--- config.mk ---
export PLATFORM = sky130hd
export DESIGN_NAME = qc_circulant_row_gen_flat
export DESIGN_NICKNAME = d
export VERILOG_FILES = /design/src/rtl/qc_circulant_row_gen_pkg.sv /design/src/rtl/qc_circulant_row_gen_if.sv /design/src/rtl/qc_circulant_row_gen_barrel_rotator.sv /design/src/rtl/qc_circulant_row_gen.sv /design/src/flat_wrapper.sv
export SDC_FILE = /design/constraint.sdc
export NUM_CORES = 1
export LEC_CHECK = 0
export CAP_MARGIN = 0
export CORE_MARGIN = 1
export CORE_UTILIZATION = 40
export CTS_BUF_LIST = sky130_fd_sc_hd__clkbuf_8
export CTS_CLUSTER_DIAMETER = 200
export CTS_CLUSTER_SIZE = 28
export DETAILED_ROUTE_END_ITERATION = 6
export DONT_BUFFER_PORTS = 1
export PLACE_DENSITY = 0.57
export SYNTH_ARGS = -nofsm -noshare
export SYNTH_HDL_FRONTEND = slang
export SYNTH_HIERARCHICAL = 1
export SYNTH_SLANG_ARGS = --single-unit
--- constraint.sdc ---
create_clock -name clk -period 3.95 [get_ports clk]
set_clock_uncertainty 0.15 [all_clocks]
set_input_delay 0.79 -clock clk [delete_from_list [all_inputs] [get_ports clk]]
set_output_delay 0.79 -clock clk [all_outputs]
set_load 0.01 [all_outputs]
--- src/rtl/qc_circulant_row_gen_pkg.sv ---
// ldpc_pkg: shared constants, types and helpers for the QC circulant row
// generator.
//   clog2       - ceiling log2, usable in parameter/localparam expressions
//   ROT_LEFT_C  - rotate-left direction selector (bit i -> bit (i+1) mod Z)
//   ROT_RIGHT_C - rotate-right direction selector
//   Z_DEFAULT   - default circulant size
//   state_t     - generator FSM state encoding
package ldpc_pkg;

  localparam int ROT_LEFT_C  = 1;
  localparam int ROT_RIGHT_C = 0;
  localparam int Z_DEFAULT   = 16;

  typedef enum logic {
    ST_IDLE = 1'b0,
    ST_RUN  = 1'b1
  } state_t;

  function automatic int clog2(input int n);
    int r;
    r = 0;
    for (int i = 0; i < 31; i++) begin
      if ((1 << i) < n) r = i + 1;
    end
    return r;
  endfunction

endpackage

--- src/rtl/qc_circulant_row_gen_if.sv ---
// Handshake bundle for qc_circulant_row_gen.
//   Load side : in_valid, in_ready, in_data[Z], in_offset[CW]
//   Row side  : out_valid, out_ready, out_data[Z], out_row[CW], out_last
// master = the block feeding loads and consuming rows; slave = the generator.
interface qc_circulant_row_gen_if
  import ldpc_pkg::*;
#(
  parameter int Z = Z_DEFAULT
) ();

  localparam int CW = clog2(Z);

  logic          in_valid;
  logic          in_ready;
  logic [Z-1:0]  in_data;
  logic [CW-1:0] in_offset;
  logic          out_valid;
  logic          out_ready;
  logic [Z-1:0]  out_data;
  logic [CW-1:0] out_row;
  logic          out_last;

  modport master (
    output in_valid, in_data, in_offset, out_ready,
    input  in_ready, out_valid, out_data, out_row, out_last
  );

  modport slave (
    input  in_valid, in_data, in_offset, out_ready,
    output in_ready, out_valid, out_data, out_row, out_last
  );

endinterface

--- src/rtl/qc_circulant_row_gen_barrel_rotator.sv ---
// barrel_rotator: combinational circular rotate of a Z-bit word by a CW-bit
// amount (amount must be < Z).
//   d   - input word
//   amt - rotate amount
//   q   - rotated word, direction selected by ROT_LEFT
// Built as log2 stages; stage k rotates by (2^k mod Z), so the stage amounts
// sum to amt and non-power-of-two Z works without a modulo on the datapath.
module barrel_rotator
  import ldpc_pkg::*;
#(
  parameter int Z        = Z_DEFAULT,
  parameter int ROT_LEFT = ROT_LEFT_C,
  localparam int CW      = clog2(Z)
) (
  input  logic [Z-1:0]  d,
  input  logic [CW-1:0] amt,
  output logic [Z-1:0]  q
);

  logic [Z-1:0] stage [0:CW];
  logic [Z-1:0] shifted [0:CW-1];

  assign stage[0] = d;

  for (genvar k = 0; k < CW; k++) begin : g_stage
    localparam int S = (1 << k) % Z;
    for (genvar i = 0; i < Z; i++) begin : g_bit
      localparam int DST = (ROT_LEFT != 0) ? ((i + S) % Z) : ((i + Z - S) % Z);
      assign shifted[k][DST] = stage[k][i];
    end
    assign stage[k+1] = amt[k] ? shifted[k] : stage[k];
  end

  assign q = stage[CW];

endmodule

--- src/rtl/qc_circulant_row_gen.sv ---
// qc_circulant_row_gen: emits NUM_ROWS consecutive rows of a quasi-cyclic
// circulant block. A load captures a base row pre-rotated by the circulant
// offset; each accepted beat rotates the row by one position.
//   clk   - clock, rising edge
//   rst_n - synchronous active-low reset
//   bus   - slave side of qc_circulant_row_gen_if (load and row handshakes)
//
// state   | meaning
// --------+---------------------------------------------------
// ST_IDLE | no burst active, out_valid=0, ready for a load
// ST_RUN  | row register valid, advancing on each accepted beat
module qc_circulant_row_gen
  import ldpc_pkg::*;
#(
  parameter int Z        = Z_DEFAULT,
  parameter int ROT_LEFT = ROT_LEFT_C,
  parameter int NUM_ROWS = Z
) (
  input  logic                clk,
  input  logic                rst_n,
  qc_circulant_row_gen_if.slave bus
);

  localparam int CW = clog2(Z);
  localparam logic [CW-1:0] LAST_ROW = CW'(NUM_ROWS - 1);

  state_t        state;
  logic [Z-1:0]  row_q;
  logic [CW-1:0] row_idx;

  logic          valid_w;
  logic          last_w;
  logic          ready_w;
  logic          load;
  logic          beat;
  logic [CW-1:0] eff_offset;
  logic [Z-1:0]  load_row;
  logic [Z-1:0]  next_row;

  assign valid_w = (state == ST_RUN);
  assign last_w  = valid_w && (row_idx == LAST_ROW);
  // A last beat frees the register in the same cycle, so a new burst can
  // follow without a bubble.
  assign ready_w = (state == ST_IDLE) || (valid_w && bus.out_ready && last_w);
  assign load    = bus.in_valid && ready_w;
  assign beat    = valid_w && bus.out_ready;

  // Offsets in [Z, 2^CW) fold back by one circulant period.
  always_comb begin
    eff_offset = bus.in_offset;
    if ({1'b0, bus.in_offset} >= (CW+1)'(Z)) eff_offset = bus.in_offset - CW'(Z);
  end

  barrel_rotator #(
    .Z        (Z),
    .ROT_LEFT (ROT_LEFT)
  ) u_rot (
    .d   (bus.in_data),
    .amt (eff_offset),
    .q   (load_row)
  );

  if (ROT_LEFT != 0) begin : g_step_left
    assign next_row = {row_q[Z-2:0], row_q[Z-1]};
  end else begin : g_step_right
    assign next_row = {row_q[0], row_q[Z-1:1]};
  end

  always_ff @(posedge clk) begin
    if (!rst_n) begin
      state   <= ST_IDLE;
      row_q   <= '0;
      row_idx <= '0;
    end else begin
      case (state)
        ST_IDLE: begin
          if (load) begin
            row_q   <= load_row;
            row_idx <= '0;
            state   <= ST_RUN;
          end
        end
        ST_RUN: begin
          if (load) begin
            row_q   <= load_row;
            row_idx <= '0;
          end else if (beat) begin
            if (last_w) begin
              state <= ST_IDLE;
            end else begin
              row_q   <= next_row;
              row_idx <= row_idx + CW'(1);
            end
          end
        end
        default: state <= ST_IDLE;
      endcase
    end
  end

  assign bus.in_ready  = ready_w;
  assign bus.out_valid = valid_w;
  assign bus.out_data  = row_q;
  assign bus.out_row   = row_idx;
  assign bus.out_last  = last_w;

endmodule

--- src/flat_wrapper.sv ---
// flat-port wrapper written by rule: the top's interface ports become plain ports
module qc_circulant_row_gen_flat import ldpc_pkg::*;
#(
  parameter int Z        = Z_DEFAULT,
  parameter int ROT_LEFT = ROT_LEFT_C,
  parameter int NUM_ROWS = Z
)
  (clk, rst_n, bus_in_valid, bus_in_data, bus_in_offset, bus_out_ready, bus_in_ready, bus_out_valid, bus_out_data, bus_out_row, bus_out_last);
  qc_circulant_row_gen_if #(.Z(Z)) bus_i ();
  input  logic clk;
  input  logic rst_n;
  input wire logic [$bits(bus_i.in_valid)-1:0] bus_in_valid;
  input wire logic [$bits(bus_i.in_data)-1:0] bus_in_data;
  input wire logic [$bits(bus_i.in_offset)-1:0] bus_in_offset;
  input wire logic [$bits(bus_i.out_ready)-1:0] bus_out_ready;
  output wire logic [$bits(bus_i.in_ready)-1:0] bus_in_ready;
  output wire logic [$bits(bus_i.out_valid)-1:0] bus_out_valid;
  output wire logic [$bits(bus_i.out_data)-1:0] bus_out_data;
  output wire logic [$bits(bus_i.out_row)-1:0] bus_out_row;
  output wire logic [$bits(bus_i.out_last)-1:0] bus_out_last;
  assign bus_i.in_valid = bus_in_valid;
  assign bus_i.in_data = bus_in_data;
  assign bus_i.in_offset = bus_in_offset;
  assign bus_i.out_ready = bus_out_ready;
  assign bus_in_ready = bus_i.in_ready;
  assign bus_out_valid = bus_i.out_valid;
  assign bus_out_data = bus_i.out_data;
  assign bus_out_row = bus_i.out_row;
  assign bus_out_last = bus_i.out_last;
  qc_circulant_row_gen #(.Z(Z), .ROT_LEFT(ROT_LEFT), .NUM_ROWS(NUM_ROWS)) u_core (.clk(clk), .rst_n(rst_n), .bus(bus_i));
endmodule
==> impl_metrics.tcl, run 1 <==
set metrics [dict create \
    dp_hpwl_um 3511 \
    synth-edff-count 0 \
    crit_chain "ha_1 > and3_1 > and2_1" \
    portBuffers 0 \
    cts_buffers 3 \
    vias 1594 \
    worst-path-buf-inv 0 \
    synth_top_area_share_pct 20.24 \
    yosys_warnings 6 \
    holdCritPathClass "reg -> reg" \
    cts_setup_buffers 0 \
    ant_nets 0 \
    irDropWorstVdd_mv 0.1304 \
    slowest_delay_ps 450 \
    die_area_sq_mm 0.005485 \
    slew_headroom_pct 46.11 \
    required_ps 3010 \
    cp.depth 3 \
    ios 47 \
    worstMarginPinSlew_ps 804.0 \
    clk_latency_ps 270 \
    cpLargestDelayFamily "simple AND/OR/NAND/NOR gates" \
    hold_buffers 0 \
    finalCritPeriodShare_pct 63.20 \
    worstPathArrival_ps 1560 \
    routed_wl_um 4669 \
    synth.avg_cell_area_sq_um 10.76 \
    grt_usage_pct 17.74 \
    antenna_found_initial 0 \
    synth.cells.most_frequent "dfxtp_1 (21), a21oi_1 (19), nand2b_1 (19)" \
    routedWlPerCell_um 19.21 \
    r2r_start "u_core/bus.out_row[0]" \
    nNetsFinal 202 \
    grt_pass1_vias 1483 \
    hold_viol 0 \
    cts_resized 0 \
    root_buffer "clkbuf_8" \
    critPathCaptureType "output pin" \
    cts_sinks 21 \
    critPathSlowestCell "dfxtp_1" \
    netlist_area_sq_mm 0.002077 \
    ctsLongestPathBuffers 2 \
    seq_area_frac_synth_pct 20.24 \
    r2r_setup_slack_ps 1800 \
    synthCells 193 \
    drive_gt1_share_pct 13.07 \
    yosysUniqueCellTypes 31 \
    async_reset_ff_share_pct 0 \
    drtIter0Drc 127 \
    syn_nets 218 \
    grt_pass1_wl_um 7362 \
    route.detailed.drc 0 \
    r2r_end "u_core/bus.out_row[0]" \
    area_growth_pct 0.9036 \
    start_util_pct 42.84 \
    coreArea_sq_mm 0.004848 \
    rsz0062_at_grt "false" \
    viasPerCell 6.560 \
    maxSlewViolCount 0 \
    r2r_cells 4 \
    yosys-top-cells-area "dfxtp_1 (20%), mux4_2 (20%), mux4_1 (18%), mux2i_1 (5.8%), nand2b_1 (5.7%)" \
    start_kind "flip-flop" \
    synth.most_common_cell "dfxtp_1" \
    cts.clk_slew.worst_paths_ps 80 \
    synth_ff_type "dfxtp_1" \
    worstSetupPathType "reg -> out" \
    dr.pass1.iters 4 \
    clock.fmax_mhz 400.6 \
    status "finished, final reports clean" \
    num_rows 25 \
    gr-total-overflow 0 \
    fp.dieW_um 74.06 \
    gp_congestion 0.7887 \
    grt_max_degree 23 \
    fin_total_pwr_mw 0.5601 \
    p_leak_nw 0.8035 \
    cp-endpoint "bus_out_last" \
    powerDensity_mw_per_mm2 267.3 \
    period_minus_slack_ps 2497 \
    diodes 0 \
    ys_seq_elements 21 \
    setup_violations 0 \
    htree_levels 1 \
    yosysTopAreaCell "dfxtp_1" \
    die_y_um 74.06 \
    maxCapViolCount 0 \
    path_max_fanout 7 \
    fin_tns_setup_ps 0 \
    cp-startpoint "u_core/bus.out_row[0]" \
    cts_tree "done" \
]
## cells by family (layout without fill, tap and decap cells)
family                   after synthesis  count (layout)  synth area share (%)
adder cells (fa/ha/maj)                1               1                0.6023
multiplexers                          45              45                 43.55
buffers and inverters                 23               6                 5.663
flip-flops                            21              21                 20.24
AO/OA/AOI/OAI                         54              54                 16.08
AND/OR/NAND/NOR                       49              49                 13.86
## worst min-delay path by stage
stage / startpoint / slack (ps) / to / cells after the start
after floorplan: u_core/bus.out_row[1] / 370 / u_core/bus.out_row[1] / 2
after global placement: u_core/bus.out_data[14] / 410 / u_core/bus.out_data[14] / 2
after detailed placement: u_core/bus.out_row[1] / 410 / u_core/bus.out_row[1] / 2
after CTS: u_core/bus.out_row[1] / 430 / u_core/bus.out_row[1] / 2
after global routing: bus_out_ready / 450 / u_core/bus.out_data[6] / 1
final: u_core/bus.out_row[1] / 420 / u_core/bus.out_row[1] / 2
## report_power, final
group / total, mW / internal, mW / switching [mW]
combinational: 0.160 / 0.0973 / 0.0628
sequential: 0.258 / 0.230 / 0.0280
clock: 0.142 / 0.0694 / 0.0729
## per-layer routing
layer	wire (um)	share of wire (%)	track usage [%]	vias to the layer above
li1	-	-	-	748
met1	1951	42	21.26	772
met2	2311	49	30.71	68
met3	332	7.1	3.523	6
met4	74	1.6	8.120	0
met5	0	0	0	-
## layout by cell type (no fill, tap or decap), drive strengths merged
cell    Yosys  final
mux2        1      1
a21oi      19     19
ha          1      1
or2b        4      4
a211oi     13     13
nand2       9      9
inv         2      3
o31ai       2      2
nor3        6      6
mux4       32     32
and3        1      1
nand2b     19     19
nand4b      1      1
mux2i      12     12
o21ai      12     12
nor2        1      1
clkbuf     13      3
and2        1      1
a21boi      2      2
dfxtp      21     21
or3         1      1
nand3       2      2
or4         1      1
nand4       2      2
and4b       1      1
a211o       5      5
o21a        1      1
## worst reg2reg max path, stage by stage, from the launching register on
cell and delay (ps):
dfxtp_1 450, ha_1 290, nand4b_1 670, a21boi_0 380, o21a_1 150
## final cells by class
cell class	count	area (sq um)
fill	469	2753
multi-input combinational	149	1539
clock buffer	3	41.29
clock inverter	1	3.754
sequential	21	420.4
inverter	2	7.507
tap	67	83.83
## sequential cells by signal (all words and copies together), names as in the netlist
name / cells
u_core/bus.out_row: 4
u_core/bus.out_valid: 1
u_core/bus.out_data: 16
## stage by stage
stage                     area [sq um]  instances  setup slack [ps]  hold WS (ps)  utilization (%)
after CTS                         2096        243              1448         429.9            43.23
after floorplan                   2077        193              1199         372.7                -
after global routing              2096        243              1319         454.7            43.23
final                             2096        243              1453         419.5            43.23
after global placement            2051        239              1322         412.5            42.30
after detailed placement          2051        239              1277         413.9            42.30
Note: power is estimated with default switching activity, not from simulation.
==> run 2, diff against run 1 <==
- PLACE_DENSITY: 0.57 -> 0.59
- clock period: 3.95 -> 2.1 ns (I/O delays scaled with it)
==> run 2 against run 1 <==
  * Global-route usage up 1.6 points
  * Sequential power up 84%
  * Register-to-register slack worse by 1500 ps
  * Clock power up 95%
  * Worst setup slack worse by 1400 ps
  * First-iteration DRC count up 13%
  * Cell count up 3.7%
  * Sequential cell count unchanged
  * Non-clock buffer count up 9
  * Core utilization up 0.88 points
  * Die area unchanged
  * Worst hold slack worse by 330 ps
  * Largest cell class unchanged
  * Largest power group unchanged
  * Highest routed layer unchanged
==> impl_metrics.tcl, run 2 (synthesis gave the netlist of run 1 again) <==
set metrics [dict create \
    ctsLongestPathBuffers 2 \
    worstPathArrival_ps 1440 \
    diodes 0 \
    slew_headroom_pct 72.54 \
    grt_usage_pct 19.39 \
    fp.dieW_um 74.06 \
    gr-total-overflow 0 \
    worstSetupPathType "reg -> out" \
    r2r_cells 4 \
    grt_max_degree 21 \
    start_util_pct 42.84 \
    dr.pass1.iters 4 \
    clock.fmax_mhz 498.3 \
    grt_pass1_wl_um 8204 \
    grt_pass1_vias 1696 \
    coreArea_sq_mm 0.004848 \
    largest_reg_flops 16 \
    period_minus_slack_ps 2007 \
    drive_gt1_share_pct 23.24 \
    maxCapViolCount 0 \
    r2r_end "u_core/bus.out_data[11]" \
    drtIter0Drc 144 \
    regArea_sq_um 420.4 \
    min_to "u_core/bus.out_data[15]" \
    fin_tns_setup_ps 0 \
    setup_violations 0 \
    r2r_start "u_core/bus.out_row[1]" \
    viasPerCell 6.516 \
    hold_start "bus_out_ready" \
    critPathCaptureType "output pin" \
    vias 1642 \
    portBuffers 0 \
    cts_sinks 21 \
    htree_levels 1 \
    p_leak_nw 0.8085 \
    fin_total_pwr_mw 1.085 \
    nFillCells 474 \
    clk_latency_ps 270 \
    stdcell_area_sq_mm 0.002138 \
    path_max_fanout 7 \
    place_area_sq_mm 0.002088 \
    antenna_found_initial 0 \
    status "finished, final reports clean" \
    hold_depth 1 \
    cts_tree "done" \
    irDropWorstVdd_mv 0.1975 \
    gp_congestion 0.8082 \
    maxSlewViolCount 0 \
    root_buffer "clkbuf_8" \
    r2r_setup_slack_ps 320 \
    die_area_sq_mm 0.005485 \
    routed_wl_um 4870 \
    finalCritPeriodShare_pct 95.56 \
    holdCritPathClass "in -> reg" \
    layout_common_cells "mux4_2 (26), dfxtp_1 (21), a21oi_1 (19), nand2b_1 (19), a211oi_1 (13)" \
    cts.clk_slew.worst_paths_ps 80 \
    ios 47 \
    dp_hpwl_um 3705 \
    hold_viol 0 \
    worstMarginPinSlew_ps 411.9 \
    area_growth_pct 2.952 \
    start_kind "flip-flop" \
    route.detailed.drc 0 \
    powerDensity_mw_per_mm2 507.4 \
    num_rows 25 \
    routedWlPerCell_um 19.33 \
    cts_buffers 3 \
    final_common_cell "mux4_2" \
    rsz0062_at_grt "false" \
    whs_ps 89.79 \
    die_y_um 74.06 \
    ant_nets 0 \
    required_ps 1530 \
    multi_input_area_sq_mm 0.001513 \
    nNetsFinal 211 \
]
## run 2: cell types whose count changed in the layout (fill, tap and decap cells not counted), sizes merged
cell and change:
inv -1, buf +9, clkinv +1
## run 2: area by class of cell
cell class / instances / area share (%)
Sequential cell: 21 / 19.66
Inverter: 2 / 0.3511
Timing Repair Buffer: 9 / 3.160
Tap cell: 67 / 3.920
Clock inverter: 1 / 0.2341
Multi-Input combinational cell: 149 / 70.74
Clock buffer: 3 / 1.931
## run 2: power by group
part | total, mW | switching [mW] | leakage [nW] | internal, mW
logic | 0.331 | 0.132 | 0.610 | 0.199
registers | 0.476 | 0.0440 | 0.173 | 0.432
clock network | 0.277 | 0.145 | 0.0255 | 0.133
## run 2: layer usage
metal	wire, um	track usage (%)	vias up
li1	-	-	757
met1	2073	24.44	817
met2	2429	33.64	64
met3	316	3.659	4
met4	51	5.983	0
met5	0	0	-
## run 2: worst max path at each step
| stage | startpoint | slack (ps) | depth (start not counted) | endpoint |
|---|---|---|---|---|
| 3_5_place_dp | bus_in_offset[1] | -140 | 5 | u_core/bus.out_data[13] |
| 2_1_floorplan | bus_in_offset[1] | -210 | 7 | u_core/bus.out_data[14] |
| 6_report | u_core/bus.out_row[1] | 90 | 3 | bus_out_last |
| 4_1_cts | u_core/bus.out_row[1] | 50 | 3 | bus_out_last |
| 3_3_place_gp | bus_in_offset[1] | -100 | 5 | u_core/bus.out_data[13] |
| 5_1_grt | u_core/bus.out_row[1] | 30 | 3 | bus_out_last |
## run 2: critical path: stages, from the launching register on
cell and delay [ps]:
dfxtp_1 430, ha_2 270, and3_2 260, and2_1 200
## run 2: timing repair
item                       4_1_cts  5_1_grt
gates resized for setup          1        1
setup buffers                    0        0
hold buffers                     0        0
setup endpoints to repair        1        1
## run 2: per-stage QoR
step	setup WS (ps)	util, %	instances
after detailed placement	-139.4	43.07	248
after floorplan	-214.3	-	193
final	93.18	44.10	252
after CTS	52.27	44.05	252
after global routing	34.73	44.10	252
after global placement	-101.1	43.07	248
==> run 3, diff against run 2 <==
- ABC_AREA: unset -> 1
- CORE_MARGIN: 1 -> 5
==> run 3 against run 2 <==
  * Largest cell class unchanged
  * Non-clock buffer count decreased by 5
  * Worst setup slack better by 250 ps
  * Fmax up 14%
  * First-iteration DRC count shrank 11%
  * Clock-buffer cell count stayed put
  * Routed wire length increased by 8.2%
  * Worst hold slack improved by 6.3 ps
  * Global-route usage is 3.1 points lower
  * Critical path depth increased by 2
  * Core utilization is 2.9 points lower
  * Via count rose by 25%
==> impl_metrics.tcl, run 3 <==
set metrics [dict create \
    hold_buffers 0 \
    dp.cells 409 \
    synth_top_area_share_pct 25.41 \
    nFillCells 597 \
    start_kind "flip-flop" \
    die_area_sq_mm 0.006708 \
    vias 2045 \
    powerDensity_mw_per_mm2 524.3 \
    crit_chain "ha_1 > nand3_1 > nand2_2 > nand2_1 > inv_1" \
    hold_viol 0 \
    yosysUniqueCellTypes 20 \
    maxCapViolCount 0 \
    critPathCaptureType "output pin" \
    utilization_pct 41.25 \
    cts_sinks 21 \
    htree_levels 1 \
    dp_hpwl_um 4134 \
    p_switching_mw 0.4086 \
    portBuffers 0 \
    critPathSlowestCell "dfxtp_1" \
    synth.avg_cell_area_sq_um 5.859 \
    grt_pass1_wl_um 8742 \
    num_rows 26 \
    drtIter0Drc 128 \
    final_common_cell "nand2_1" \
    ant_nets 0 \
    synthCells 353 \
    worstMarginPinSlew_ps 440.0 \
    fp.dieW_um 81.91 \
    root_buffer "clkbuf_8" \
    synth_ff_type "dfxtp_1" \
    period_minus_slack_ps 1754 \
    swShare_pct 37.23 \
    final_cells 413 \
    ios 47 \
    seq_area_frac_synth_pct 20.33 \
    whs_ps 96.05 \
    irDropWorstVdd_mv 0.1780 \
    largest_reg_flops 16 \
    async_reset_ff_share_pct 0 \
    yosys-top-cells-area "nand2_1 (25%), dfxtp_1 (20%), nand3_1 (17%), nand3_2 (10%), nand2_4 (5.4%)" \
    netlist_area_sq_mm 0.002068 \
    area_growth_pct 1.210 \
    coreArea_sq_mm 0.005075 \
    dr.pass1.iters 4 \
    worst_slack_ps 345.5 \
    routedWlPerCell_um 12.76 \
    slew_headroom_pct 70.64 \
    start_util_pct 40.75 \
    pwr-share-comb_pct 32.4 \
    gp_congestion 0.8721 \
    nNetsFinal 369 \
    drive_gt1_share_pct 13.41 \
    path_max_fanout 4 \
    worstSetupPathType "reg -> out" \
    synth.most_common_cell "nand2_1" \
    cts_tree "done" \
    setup_violations 0 \
    rsz0062_at_grt "false" \
    layout_common_cells "nand2_1 (140), nand3_1 (71), nor2_1 (30)" \
    fin_tns_setup_ps 0 \
    pre_cts_slack_ps 381.7 \
    slowest_delay_ps 340 \
    route.detailed.drc 0 \
    cts.clk_slew.worst_paths_ps 80 \
    gr-total-overflow 0 \
    grt_pass1_vias 1927 \
    finalCritPeriodShare_pct 83.55 \
    p_int_mw 0.6890 \
    diodes 0 \
    grt_usage_pct 16.32 \
    routed_wl_um 5269 \
    maxSlewViolCount 0 \
    status "finished, final reports clean" \
    fin_total_pwr_mw 1.098 \
    cts_buffers 3 \
    worstPathArrival_ps 1180 \
    clk_latency_ps 270 \
    p_leak_nw 1.178 \
    required_ps 1530 \
    place_area_sq_mm 0.002047 \
    synth.cells.most_frequent "nand2_1 (140), nand3_1 (71), nor2_1 (30)" \
    seqPwrFrac_pct 43.4 \
    stdcell_area_sq_mm 0.002093 \
    ys_seq_elements 21 \
    antenna_found_initial 0 \
    cts_resized 0 \
    cts_setup_buffers 0 \
    regArea_sq_um 420.4 \
    viasPerCell 4.952 \
    yosys_warnings 6 \
    p_clk_share_pct 24.2 \
    clock.fmax_mhz 570.0 \
    yosysTopAreaCell "nand2_1" \
    multi_input_area_sq_mm 0.001379 \
    ctsLongestPathBuffers 2 \
    die_y_um 81.91 \
    syn_nets 378 \
    holdCritPathClass "in -> reg" \
    synth-edff-count 0 \
    grt_max_degree 26 \
]
-- run 3: changes by cell type in the layout (fill, tap and decap cells not counted), sizes merged, moves of 4 or more --
cell	delta
a211o	-5
a211oi	-13
a21oi	-17
buf	-5
inv	+30
mux2i	-12
mux4	-32
nand2	+144
nand2b	-19
nand3	+90
nor2	+29
nor3	-6
o21ai	-9
or2b	-4
-- run 3: power by group through the flow --
stage | registers, mW | clock network [mW] | logic, mW
floorplan | 0.479 | 0 | 0.324
global placement | 0.488 | 0 | 0.351
detailed placement | 0.487 | 0 | 0.353
CTS | 0.478 | 0.278 | 0.355
global route | 0.483 | 0.293 | 0.407
finish | 0.476 | 0.266 | 0.356
-- run 3: worst paths after layout --
path,startpoint,end,slack (ps),cells past startpoint
setup / recovery,u_core/bus.out_row[0],bus_in_ready,350,5
hold / removal,rst_n,u_core/bus.out_data[9],100,2
setup reg to reg,u_core/bus.out_row[0],u_core/bus.out_data[1],350,9
hold reg to reg,u_core/bus.out_row[0],u_core/bus.out_row[0],450,2
-- run 3: kinds of logic (layout without fill, tap and decap cells) --
group | count (synthesis) | in the layout | share of synthesized area [%]
compound gates | 5 | 5 | 1.210
fa+ha+maj | 1 | 1 | 0.6049
buf+inv | 50 | 40 | 13.01
flops | 21 | 21 | 20.33
simple gates | 276 | 276 | 64.85
-- run 3: final cells by class --
type                            count  area share, %
Clock inverter                      1         0.2391
Sequential cell                    21          20.08
Clock buffer                        3          1.973
Multi-Input combinational cell    282          65.87
Inverter                           32          6.216
Timing Repair Buffer                4          1.435
Tap cell                           70          4.184
-- run 3: critical path: cells and delay by family, from the launching register on --
kind	cells	cell delay [ps]
buffers and inverters	1	100
adder cells (fa/ha/maj)	1	190
flip-flops	1	340
AND/OR/NAND/NOR	3	290
-- run 3: routing by layer --
layer | track usage (%) | up-vias | routed length [um]
met5 | 0 | - | 0
met1 | 20.63 | 884 | 2433
met2 | 26.49 | 59 | 2344
li1 | - | 1094 | -
met3 | 5.592 | 8 | 420
met4 | 3.987 | 0 | 71
